### src/rtl/dmem_ctrl_if.sv
// Data-bus bundle between dmem_ctrl (master) and the memory side (slave).
// Request channel is valid/ready; response is a valid-only ack/read return.
interface dmem_ctrl_if;
    logic        req_valid;
    logic        req_ready;
    logic        we;
    logic [31:0] addr;
    logic [31:0] wdata;
    logic [3:0]  wstrb;
    logic        rsp_valid;
    logic [31:0] rsp_rdata;
    logic        rsp_err;

    modport master (
        output req_valid, we, addr, wdata, wstrb,
        input  req_ready, rsp_valid, rsp_rdata, rsp_err
    );

    modport slave (
        input  req_valid, we, addr, wdata, wstrb,
        output req_ready, rsp_valid, rsp_rdata, rsp_err
    );
endinterface

### src/rtl/dmem_ctrl.sv
// MEM-stage data-memory controller: one bus transaction per LSU access,
// stalling the pipeline until ack, with error and timeout reporting.
module dmem_ctrl #(
    parameter int TIMEOUT = 64
) (
    input  logic        clk,
    input  logic        rst,
    input  logic        i_req_valid,
    input  logic        i_req_wr_en,
    input  logic [31:0] i_req_bit_wr_en,
    input  logic [31:0] i_req_addr,
    input  logic [31:0] i_req_wr_data,
    output logic        o_stall,
    output logic [31:0] o_rd_data,
    output logic        o_rd_valid,
    output logic        o_bus_err,
    dmem_ctrl_if.master bus
);
    localparam int CW = (TIMEOUT > 1) ? $clog2(TIMEOUT) : 1;
    localparam logic [CW-1:0] LIMIT = CW'((TIMEOUT > 0) ? TIMEOUT - 1 : 0);
    localparam bit TO_EN = (TIMEOUT > 0);

    typedef enum logic [1:0] {
        S_IDLE,
        S_REQ,
        S_RESP,
        S_DONE
    } state_t;

    state_t r_state;
    state_t w_next;

    logic          r_we;
    logic          r_err;
    logic [1:0]    r_off;
    logic [31:0]   r_addr;
    logic [31:0]   r_wdata;
    logic [31:0]   r_rdata;
    logic [3:0]    r_wstrb;
    logic [CW-1:0] r_cnt;

    logic        w_start;
    logic        w_cap;
    logic        w_abort;
    logic        w_to;
    logic        w_busy;
    logic [3:0]  w_wstrb;
    logic [31:0] w_shift;

    // Counter saturates at LIMIT, so reaching it means the budget is spent
    assign w_to    = TO_EN && (r_cnt == LIMIT);
    assign w_busy  = (r_state == S_REQ) || (r_state == S_RESP);
    assign w_shift = bus.rsp_rdata >> {r_off, 3'b000};

    always_comb begin
        w_wstrb = '0;
        for (int i = 0; i < 4; i++) begin
            w_wstrb[i] = |i_req_bit_wr_en[8*i +: 8];
        end
    end

    always_ff @(posedge clk or posedge rst) begin
        if (rst) begin
            r_state <= S_IDLE;
        end else begin
            r_state <= w_next;
        end
    end

    // A handshake or response in the last budgeted cycle beats the timeout
    always_comb begin
        w_next  = r_state;
        w_start = 1'b0;
        w_cap   = 1'b0;
        w_abort = 1'b0;
        unique case (r_state)
            S_IDLE: begin
                if (i_req_valid) begin
                    w_next  = S_REQ;
                    w_start = 1'b1;
                end
            end
            S_REQ: begin
                if (bus.req_ready) begin
                    w_next = S_RESP;
                end else if (w_to) begin
                    w_next  = S_DONE;
                    w_abort = 1'b1;
                end
            end
            S_RESP: begin
                if (bus.rsp_valid) begin
                    w_next = S_DONE;
                    w_cap  = 1'b1;
                end else if (w_to) begin
                    w_next  = S_DONE;
                    w_abort = 1'b1;
                end
            end
            S_DONE: begin
                w_next = S_IDLE;
            end
            default: begin
                w_next = S_IDLE;
            end
        endcase
    end

    always_ff @(posedge clk or posedge rst) begin
        if (rst) begin
            r_we    <= 1'b0;
            r_err   <= 1'b0;
            r_off   <= '0;
            r_addr  <= '0;
            r_wdata <= '0;
            r_wstrb <= '0;
            r_rdata <= '0;
        end else begin
            if (w_start) begin
                r_we    <= i_req_wr_en;
                r_err   <= 1'b0;
                r_off   <= i_req_addr[1:0];
                r_addr  <= {i_req_addr[31:2], 2'b00};
                r_wdata <= i_req_wr_data;
                r_wstrb <= w_wstrb;
            end
            if (w_cap) begin
                r_err <= bus.rsp_err;
                if (!r_we) begin
                    r_rdata <= w_shift;
                end
            end
            if (w_abort) begin
                r_err <= 1'b1;
            end
        end
    end

    always_ff @(posedge clk or posedge rst) begin
        if (rst) begin
            r_cnt <= '0;
        end else if (w_start) begin
            r_cnt <= '0;
        end else if (w_busy && (r_cnt != LIMIT)) begin
            r_cnt <= r_cnt + CW'(1);
        end
    end

    assign o_stall    = i_req_valid && (r_state != S_DONE);
    assign o_rd_data  = r_rdata;
    assign o_rd_valid = (r_state == S_DONE) && !r_we && !r_err;
    assign o_bus_err  = (r_state == S_DONE) && r_err;

    assign bus.req_valid = (r_state == S_REQ);
    assign bus.we        = r_we;
    assign bus.addr      = r_addr;
    assign bus.wdata     = r_wdata;
    assign bus.wstrb     = r_wstrb;
endmodule

### src/flat_wrapper.sv
// flat-port wrapper written by rule: the top's interface ports become plain ports
module dmem_ctrl_flat 
#(
    parameter int TIMEOUT = 64
)
  (clk, rst, i_req_valid, i_req_wr_en, i_req_bit_wr_en, i_req_addr, i_req_wr_data, o_stall, o_rd_data, o_rd_valid, o_bus_err, bus_req_valid, bus_we, bus_addr, bus_wdata, bus_wstrb, bus_req_ready, bus_rsp_valid, bus_rsp_rdata, bus_rsp_err);
  dmem_ctrl_if bus_i ();
  input  logic clk;
  input  logic rst;
  input  logic i_req_valid;
  input  logic i_req_wr_en;
  input  logic [31:0] i_req_bit_wr_en;
  input  logic [31:0] i_req_addr;
  input  logic [31:0] i_req_wr_data;
  output logic o_stall;
  output logic [31:0] o_rd_data;
  output logic o_rd_valid;
  output logic o_bus_err;
  output wire logic [$bits(bus_i.req_valid)-1:0] bus_req_valid;
  output wire logic [$bits(bus_i.we)-1:0] bus_we;
  output wire logic [$bits(bus_i.addr)-1:0] bus_addr;
  output wire logic [$bits(bus_i.wdata)-1:0] bus_wdata;
  output wire logic [$bits(bus_i.wstrb)-1:0] bus_wstrb;
  input wire logic [$bits(bus_i.req_ready)-1:0] bus_req_ready;
  input wire logic [$bits(bus_i.rsp_valid)-1:0] bus_rsp_valid;
  input wire logic [$bits(bus_i.rsp_rdata)-1:0] bus_rsp_rdata;
  input wire logic [$bits(bus_i.rsp_err)-1:0] bus_rsp_err;
  assign bus_req_valid = bus_i.req_valid;
  assign bus_we = bus_i.we;
  assign bus_addr = bus_i.addr;
  assign bus_wdata = bus_i.wdata;
  assign bus_wstrb = bus_i.wstrb;
  assign bus_i.req_ready = bus_req_ready;
  assign bus_i.rsp_valid = bus_rsp_valid;
  assign bus_i.rsp_rdata = bus_rsp_rdata;
  assign bus_i.rsp_err = bus_rsp_err;
  dmem_ctrl #(.TIMEOUT(TIMEOUT)) u_core (.clk(clk), .rst(rst), .i_req_valid(i_req_valid), .i_req_wr_en(i_req_wr_en), .i_req_bit_wr_en(i_req_bit_wr_en), .i_req_addr(i_req_addr), .i_req_wr_data(i_req_wr_data), .o_stall(o_stall), .o_rd_data(o_rd_data), .o_rd_valid(o_rd_valid), .o_bus_err(o_bus_err), .bus(bus_i));
endmodule
### config.mk
export PLATFORM = sky130hd
export DESIGN_NAME = dmem_ctrl_flat
export DESIGN_NICKNAME = d
export VERILOG_FILES = /design/src/rtl/dmem_ctrl_if.sv /design/src/rtl/dmem_ctrl.sv /design/src/flat_wrapper.sv
export SDC_FILE = /design/constraint.sdc
export NUM_CORES = 1
export LEC_CHECK = 0
export BUFFER_PORTS_ARGS = -buffer_cell sky130_fd_sc_hd__buf_4
export CORE_UTILIZATION = 45
export DETAILED_ROUTE_END_ITERATION = 12
export PLACE_DENSITY = 0.75
export SYNTH_ARGS = -nofsm -noshare
export SYNTH_HDL_FRONTEND = slang
export SYNTH_SLANG_ARGS = --single-unit
### constraint.sdc
create_clock -name clk -period 4.2 [get_ports clk]
set_clock_uncertainty 0.2 [all_clocks]
set_input_delay 0.84 -clock clk [delete_from_list [all_inputs] [get_ports clk]]
set_output_delay 0.84 -clock clk [all_outputs]
set_load 0.01 [all_outputs]
==> results by group, run 1 <==
Synth
  • Seq cells post-synth: 110
  • Mapped cell area: a little under 0.005 sq mm
  • Mean post-synth cell area: ~9.5 sq um
  • Top FF cell, synth: dfrtp_1
  • Warnings, synthesis: 0
  • Post-synthesis sequential area ratio: ~56%
  • Library cells used by synthesis: 33
  • Asr flop ratio synth: between 90% and 100%
  • Post-synth EDFFs: 0
  • Syn Inst Count: 519

Power and ir drop
  • Power Density: between 600 and 700 mW/mm^2
  • Leakage: 0.003730 uW
  • Gate power share: between 40% and 50%
  • Peak supply drop: about 0.00036 V
  • Sw Share: a little under two fifths
  • Internal power: slightly below 3000 uW
  • Clock power frac: between 10% and 20%
  • Psw: approximately 1800 uW
  • Seq pwr share: between 30% and 40%

Worst hold path
  • Worst Hold Class: flop to flop

Layout
  • Area delta synth->final: 41.68%
  • Most frequent cells in the layout: buf_4, nand2_1, dfrtp_1
  • Finished Layout Cells: 884
  • Final Net Count: 885
  • Fillcell total: approximately 890
  • Share of cells above drive strength 1: between 30 and 40%
  • Fin area: approximately 0.007 sq mm
  • Combined area of the multi-input logic cells: a little under 0.002 sq mm
  • Commonest non-fill, non-tap cell in the layout: buf_4
  • Antenna diodes: 0
  • FF+latch area: between 0.002 and 0.003 sq mm

Setup path
  • Worst EP required: about 3.2 ns
  • Largest stage delay on the critical path: about 0.46 ns
  • Critical path cell sequence: ha_1 -> nor3b_1 -> buf_4
  • Arr. time, crit path: approximately 1.4 ns
  • CP endpoint kind: output pin
  • CP Launch Type: flop
  • Slowest library cell on the worst path: dfrtp_1
  • Critical path type: flop to output pin
  • Crit-path max FO: 6

Placed design
  • Cell Count Post-Placement: roughly 870
  • Area after DPL: roughly 0.0068 sq mm
  • GPL Wtd Cong: between 0.7 and 0.8
  • DP Wirelength: around 10 mm
  • Number of port buffers: 237

Timing
  • Fmax achieved: a little over 400 MHz
  • Final Cycle Share: 58.88%
  • Slew headroom: 23.77%
  • RSZ-0062 raised after global routing: no
  • Final Hold Slack: 0.2841 ns
  • # setup viols final: 0
  • Tmin final: 2.473 ns
  • Final TNS setup: 0 ns
  • Final Hold Viols: 0
  • Worst slew pin tran: between 1 and 1.5 ns
  • Final Max Slew Viols: 0

Clocking
  • Clock transition at the registers of the reported paths: about 0.1 ns
  • Hold buffer count at CTS: 0
  • Root buffer cell: clkbuf_8
  • Post-CTS Setup Bufs: 0
  • CTS-repair resized insts: 0
  • CTS sink cnt: 110
  • Clk Latency, worst-skew pair: ~0.37 ns
  • Num CTS Buffers: 9
  • CTS H-tree lvls: 3
  • CTS tree: built
  • Clock buffer depth: 2

Die
  • Rows: 37
  • Core ar.: 0.01046 sq mm
  • Initial Utilization: between 40% and 50%
  • Chip height: between 100 and 150 um
  • Die W: 106.7 um
  • Die ar.: between 0.01 and 0.015 sq mm
  • Top-level port count: between 200 and 250

Global route
  • Vias in the first global route: roughly 4,400
  • Initial antenna violation count: 0
  • All-Layer GR Usage: 24.90%
  • First-pass GRT wire length: 21.82 mm
  • Largest net degree at the start of global routing: 62
  • Gr ovfl total: 0

Flow run
  • Max Cap Violations: 0

Route
  • DR DRC count: 0
  • Via Count: approximately 4,500
  • Drt first pass iters: 4
  • Vias/cell: 5.097
  • DRT iter0 DRCs: roughly 310
  • Final ANT Viol Nets: 0
  • DRT Wirelength: 14.02 mm
  • Avg WL per Cell: 15.86 um

Outcome
  • Status: completed
-- cell type report --
cell class,instances,area share (%)
Tap cell,136,2.436
Clock inverter,3,0.9316
Multi-Input combinational cell,374,28.20
Sequential cell,110,39.41
Inverter,5,0.3046
Timing Repair Buffer,243,26.30
Clock buffer,13,2.418
-- logic make-up after synthesis --
logic type | after synthesis | share of synthesized area [%]
buffers and inverters | 36 | 4.366
AND/OR/NAND/NOR | 272 | 22.54
multiplexers | 41 | 8.528
AO/OA/AOI/OAI | 52 | 6.878
other | 1 | 0.07607
flip-flops | 110 | 55.84
adder cells (fa/ha/maj) | 7 | 1.777
-- critical path: cells and delay by family (launching register included) --
kind	cells	cell delay (ns)
buffers and inverters	1	0.16
flip-flops	1	0.46
adder cells (fa/ha/maj)	1	0.23
AND/OR/NAND/NOR	1	0.22
-- synth_stat cells (2+ instances only) --
cell,number,share of area [%]
nor2_1,6,0.46
buf_4,8,1.2
mux2i_1,33,6.7
buf_2,9,0.91
clkbuf_1,10,0.76
a2bb2oi_1,9,1.6
nor2b_1,6,0.76
nor3b_1,4,0.61
buf_6,3,0.69
and2_1,4,0.51
nand2_1,231,18
mux2_2,8,1.8
o31ai_1,8,1.2
a31oi_1,6,0.76
o21ai_0,20,2.0
ha_1,7,1.8
inv_1,5,0.38
nor4_1,10,1.3
o21ai_1,2,0.20
dfrtp_1,110,56
a211oi_1,3,0.46
o211ai_1,2,0.30
nand3_1,5,0.51
-- layer usage --
metal / global-route usage [%] / share of wire, % / up-vias
met3: 6.261 / 6.3 / 16
met2: 43.78 / 53 / 176
met1: 29.56 / 39 / 2176
met4: 8.611 / 1.9 / 0
met5: 0 / 0 / -
li1: - / - / 2138
-- path summary, 6_finish.rpt --
| kind | cells past startpoint | from | end | slack, ns |
|---|---|---|---|---|
| max in group asynchronous | 3 | rst | u_core.bus.addr[6]$_DFFE_PP0P_ | 2.68 |
| min in group asynchronous | 2 | rst | u_core.o_rd_data[14]$_DFFE_PP0P_ | 0.37 |
| hold / removal | 2 | u_core.bus.wdata[19]$_DFFE_PP0P_ | u_core.bus.wdata[19]$_DFFE_PP0P_ | 0.28 |
| setup reg to reg | 6 | u_core.r_state[0]$_DFFE_PP0P_ | u_core.bus.addr[26]$_DFFE_PP0P_ | 1.76 |
| setup / recovery | 3 | u_core.r_state[1]$_DFFE_PP0P_ | o_rd_valid | 1.73 |
| hold reg to reg | 2 | u_core.bus.wdata[19]$_DFFE_PP0P_ | u_core.bus.wdata[19]$_DFFE_PP0P_ | 0.28 |
-- registers in the layout, indices dropped and copies added (netlist names) --
| register | flops |
|---|---|
| u_core.bus.addr | 30 |
| u_core.bus.wdata | 32 |
| u_core.bus.we | 1 |
| u_core.bus.wstrb | 4 |
| u_core.o_rd_data | 32 |
| u_core.r_cnt | 6 |
| u_core.r_err | 1 |
| u_core.r_off | 2 |
| u_core.r_state | 2 |
-- per-stage QoR --
| stage | worst slack, ns | power [uW] | util [%] |
|---|---|---|---|
| 2_1_floorplan | 0.2577 | 3001 | - |
| 3_3_place_gp | 1.711 | 3944 | 64.52 |
| 3_5_place_dp | 1.662 | 4025 | 64.52 |
| 4_1_cts | 1.710 | 4769 | 66.75 |
| 5_1_grt | 1.589 | 5059 | 66.75 |
| 6_report | 1.727 | 4725 | 66.75 |
-- power groups by stage --
stage / clock [uW] / sequential [uW] / combinational [uW]
2_1_floorplan: 0 / 1950 / 1050
3_3_place_gp: 0 / 1790 / 2160
3_5_place_dp: 0 / 1800 / 2230
4_1_cts: 753 / 1790 / 2220
5_1_grt: 790 / 1850 / 2420
6_report: 733 / 1790 / 2200
Note: power is estimated with default switching activity, not from simulation.
==> run 2, diff against run 1 <==
--- a/config.mk
+++ b/config.mk
@@ -5,10 +5,11 @@
 export SDC_FILE = /design/constraint.sdc
 export NUM_CORES = 1
 export LEC_CHECK = 0
+export ABC_AREA = 1
 export BUFFER_PORTS_ARGS = -buffer_cell sky130_fd_sc_hd__buf_4
-export CORE_UTILIZATION = 45
+export CORE_UTILIZATION = 42
 export DETAILED_ROUTE_END_ITERATION = 12
-export PLACE_DENSITY = 0.75
+export PLACE_DENSITY = 0.74
 export SYNTH_ARGS = -nofsm -noshare
 export SYNTH_HDL_FRONTEND = slang
 export SYNTH_SLANG_ARGS = --single-unit
==> constraint.sdc (replaced) <==
create_clock -name clk -period 2.2 [get_ports clk]
set_clock_uncertainty 0.2 [all_clocks]
set_input_delay 0.44 -clock clk [delete_from_list [all_inputs] [get_ports clk]]
set_output_delay 0.44 -clock clk [all_outputs]
set_load 0.01 [all_outputs]
==> run 2 against run 1 <==
Effect of this change:
- flip-flop and latch count is the same
- clock-buffer cell count shrank 3
- sequential share of layout area shrank 1.2 points
- synthesized area grew 0.51%
- global-route usage shrank 0.78 points
- via count grew 9.0%
- synthesized cell count grew 18%
- register-to-register slack lost 1.5 ns
- critical path depth is the same
- worst hold slack lost 0.20 ns
- die area grew 7.5%
- first-iteration DRC count grew 45%
- largest power group unchanged
==> results by group, run 2 <==
Synth
  • Post-synthesis sequential area ratio: 55.56% (was 55.84%)
  • Mapped cell area: 0.004955 sq mm (was 0.004930 sq mm)
  • Main combinational cell family by area after synthesis: simple AND/OR/NAND/NOR gates (unchanged)
  • Yosys top cell by area: dfrtp_1 (unchanged)
  • Seq cells post-synth: 110 (unchanged)
  • Library cells used by synthesis: 26 (was 33)
  • Post-synth EDFFs: 0 (unchanged)
  • Mux cell area share after synthesis: 0% (was 8.528%)
  • Compound-Gate Fraction of Synth Area: 6.591% (was 6.878%)
  • Syn Inst Count: 610 (was 519)
  • Top FF cell, synth: dfrtp_1 (unchanged)
  • Post-synthesis simple-gate area fraction: 30.68% (was 22.54%)
  • Mean post-synth cell area: 8.123 sq um (was 9.499 sq um)
  • Post-Synth XOR/XNOR Area: 0% (unchanged)
  • Most common cell in the netlist: nand2_1 (unchanged)
  • Warnings, synthesis: 0 (unchanged)
  • Post-synth top cells: nand2_1, dfrtp_1, nand3_1, nor2_1, buf_2 (was nand2_1, dfrtp_1, mux2i_1, o21ai_0)
  • Asr flop ratio synth: 100.0% (unchanged)
  • Dominant cells by area after synthesis: dfrtp_1, nand2_1, nand3_1, nor2_1, ha_1 (was dfrtp_1, nand2_1, mux2i_1, o21ai_0, mux2_2)
  • Synth top area share: 55.56% (was 55.84%)
  • Synth Area in Adders: 1.768% (was 1.777%)

Clocking
  • Clock transition at the registers of the reported paths: 0.07 ns (was 0.10 ns)
  • CTS H-tree lvls: 3 (unchanged)
  • Num CTS Buffers: 9 (unchanged)
  • Clock buffer depth: 2 (unchanged)
  • Root buffer cell: clkbuf_16 (was clkbuf_8)
  • CTS-repair resized insts: 0 (unchanged)
  • CTS tree: built (unchanged)
  • Clk Latency, worst-skew pair: 0.34 ns (was 0.37 ns)
  • CTS sink cnt: 110 (unchanged)

Flow run
  • Max Cap Violations: 0 (unchanged)

Route
  • Final ANT Viol Nets: 0 (unchanged)
  • Via Count: 4,912 (was 4,506)
  • Avg WL per Cell: 14.43 um (was 15.86 um)
  • DR DRC count: 0 (unchanged)
  • M1 WL: 5.675 mm (was 5.492 mm)
  • DRT iter0 DRCs: 454 (was 313)
  • Met2 WL: 7.069 mm (was 7.374 mm)
  • DRT Wirelength: 14.21 mm (was 14.02 mm)
  • Top Layer Used: met4 (unchanged)
  • Drt first pass iters: 5 (was 4)
  • Vias/cell: 4.987 (was 5.097)
  • Met3 wire len: 1.122 mm (was 887 um)

Setup path
  • Critical path cell sequence: ha_1 -> nor3b_1 -> buf_4 (unchanged)
  • Worst Reg-to-Reg Cells: 7 (was 6)
  • Arr. time, crit path: 1.37 ns (was 1.43 ns)
  • Critical path type: flop to output pin (unchanged)
  • Worst path bufs/invs: 1 (unchanged)
  • Crit-path max FO: 6 (unchanged)
  • CP endpoint kind: output pin (unchanged)
  • R2R Path Start: u_core.r_state[0]$_DFFE_PP0P_ (unchanged)
  • Slowest library cell on the worst path: dfrtp_1 (unchanged)
  • CP Launch Type: flop (unchanged)
  • Crit path max-delay family: flip-flops (unchanged)
  • Worst EP required: 1.56 ns (was 3.16 ns)
  • FF-to-FF setup slack: 0.29 ns (was 1.76 ns)
  • Largest stage delay on the critical path: 0.44 ns (was 0.46 ns)
  • Reg2reg end: u_core.o_rd_data[13]$_DFFE_PP0P_ (was u_core.bus.addr[26]$_DFFE_PP0P_)

Layout
  • Antenna diodes: 0 (unchanged)
  • Final core occ: 62.77% (was 66.75%)
  • Final Net Count: 979 (was 885)
  • Combined area of the multi-input logic cells: 0.001944 sq mm (was 0.001969 sq mm)
  • FF+latch area: 0.002753 sq mm (unchanged)
  • Most frequent cells in the layout: nand2_1, buf_4, dfrtp_1 (was buf_4, nand2_1, dfrtp_1)
  • Fillcell total: 984 (was 886)
  • Share of cells above drive strength 1: 32.54% (was 36.10%)
  • Finished Layout Cells: 985 (was 884)
  • Commonest non-fill, non-tap cell in the layout: nand2_1 (was buf_4)
  • Area delta synth->final: 45.28% (was 41.68%)

Worst hold path
  • Min-Delay Endpoint: u_core.bus.addr[22]$_DFFE_PP0P_ (was u_core.bus.wdata[19]$_DFFE_PP0P_)
  • Worst Hold Depth: 3 (was 2)
  • Hold Startpoint: i_req_addr[22] (was u_core.bus.wdata[19]$_DFFE_PP0P_)
  • Worst Hold Class: primary input to flop (was flop to flop)

Placed design
  • GPL Wtd Cong: 0.9017 (was 0.7989)
  • Number of port buffers: 237 (unchanged)
  • Cell Count Post-Placement: 968 (was 868)
  • Setup WS pre-CTS: 0.2913 ns (was 1.662 ns)
  • DP Wirelength: 10.76 mm (was 10.42 mm)

Die
  • Die ar.: 0.01224 sq mm (was 0.01138 sq mm)
  • Die W: 110.6 um (was 106.7 um)
  • Rows: 39 (was 37)
  • Initial Utilization: 43.21% (was 47.12%)
  • Core ar.: 0.01147 sq mm (was 0.01046 sq mm)
  • Top-level port count: 240 (unchanged)
  • Chip height: 110.6 um (was 106.7 um)

Timing
  • Final Cycle Share: between 90 and 100%
  • Tmin final: 2.015 ns
  • Fmax achieved: a little under 500 MHz
  • Slew headroom: 65.43% (was 23.77%)
  • # setup viols final: 0 (unchanged)
  • Worst setup slack after layout: 0.1854 ns (was 1.727 ns)
  • Final TNS setup: 0 ns (unchanged)
  • Final Max Slew Viols: 0 (unchanged)
  • Final Hold Viols: 0 (unchanged)
  • Worst slew pin tran: 0.5177 ns (was 1.139 ns)
  • RSZ-0062 raised after global routing: no (unchanged)

Global route
  • Gr ovfl total: 0 (unchanged)
  • First-pass GRT wire length: 23.45 mm (was 21.82 mm)
  • Initial antenna violation count: 0 (unchanged)
  • Largest net degree at the start of global routing: 74 (was 62)
  • All-Layer GR Usage: 24.12% (was 24.90%)
  • Vias in the first global route: 4,774 (was 4,422)

Power and ir drop
  • Leakage: 0.003964 uW (was 0.003730 uW)
  • Tot Pwr: 9342 uW (was 4725 uW)
  • Peak supply drop: 0.0007243 V (was 0.0003629 V)
  • Power Density: 1298 mW/mm^2 (was 676.5 mW/mm^2)

Outcome
  • Status: completed (unchanged)
-- run 2: cell types whose count changed after synthesis, moves of 9 or more --
cell       before  now
a2bb2oi_1       9    0
nand3_1         5   25
nor2_1          6   24
nand2_1       231  321
inv_1           5   16
a21oi_1         1   16
mux2i_1        33    0
-- run 2: where the power goes --
group	total, uW	switching (uW)	internal (uW)
sequential	3540	620	2920
combinational	4150	2220	1920
clock	1660	736	922
-- run 2: cell type report --
cell class / count / area share, %
flip-flops and latches: 110 / 38.24
multi-input cells: 449 / 27.01
well taps: 143 / 2.486
inverters: 20 / 1.130
clock buffers: 10 / 3.320
repair buffers: 247 / 26.84
clock inverters: 6 / 0.9734
-- run 2: kinds of logic after synthesis --
kind of cell	Yosys count
and+or+nand+nor	385
DFF	110
AOI/OAI and AO/OA	55
buffers and inverters	52
adders and majority gates	7
other	1
-- run 2: how the worst max path moves through the flow --
stage                                             to  depth (start not counted)                     startpoint
floorplan            u_core.bus.addr[10]$_DFFE_PP0P_                          1                            rst
global placement    u_core.o_rd_data[12]$_DFFE_PP0P_                          7  u_core.r_state[0]$_DFFE_PP0P_
detailed placement  u_core.o_rd_data[13]$_DFFE_PP0P_                          7  u_core.r_state[0]$_DFFE_PP0P_
CTS                                       o_rd_valid                          3  u_core.r_state[1]$_DFFE_PP0P_
global route                              o_rd_valid                          3  u_core.r_state[1]$_DFFE_PP0P_
finish                                    o_rd_valid                          3  u_core.r_state[1]$_DFFE_PP0P_
-- run 2: worst register-to-register path, cell delays in order (launching register included) --
cell	delay (ns)
dfrtp_1	0.42
inv_1	0.16
ha_1	0.23
nand2_2	0.10
nor2_4	0.16
buf_4	0.25
o21ai_1	0.10
o22a_1	0.19
-- run 2: what timing repair did --
action,CTS,global route
setup buffers,0,0
hold buffers,1,0
hold endpoints to repair,16,0
endpoints found under the setup margin,0,0
-- run 2: metal layers --
metal / vias to the layer above / global-route usage (%)
met4: 0 / 9.333
met2: 221 / 40.46
met3: 28 / 6.202
met1: 2294 / 29.80
li1: 2369 / -
met5: - / 0
-- run 2: metrics by stage --
stage          hold WS (ns)  instance area [sq um]
6_report            0.08140                   7198
2_1_floorplan        0.2673                   4962
4_1_cts             0.07300                   7198
3_5_place_dp         0.2687                   6879
5_1_grt             0.07270                   7198
3_3_place_gp         0.2638                   6879
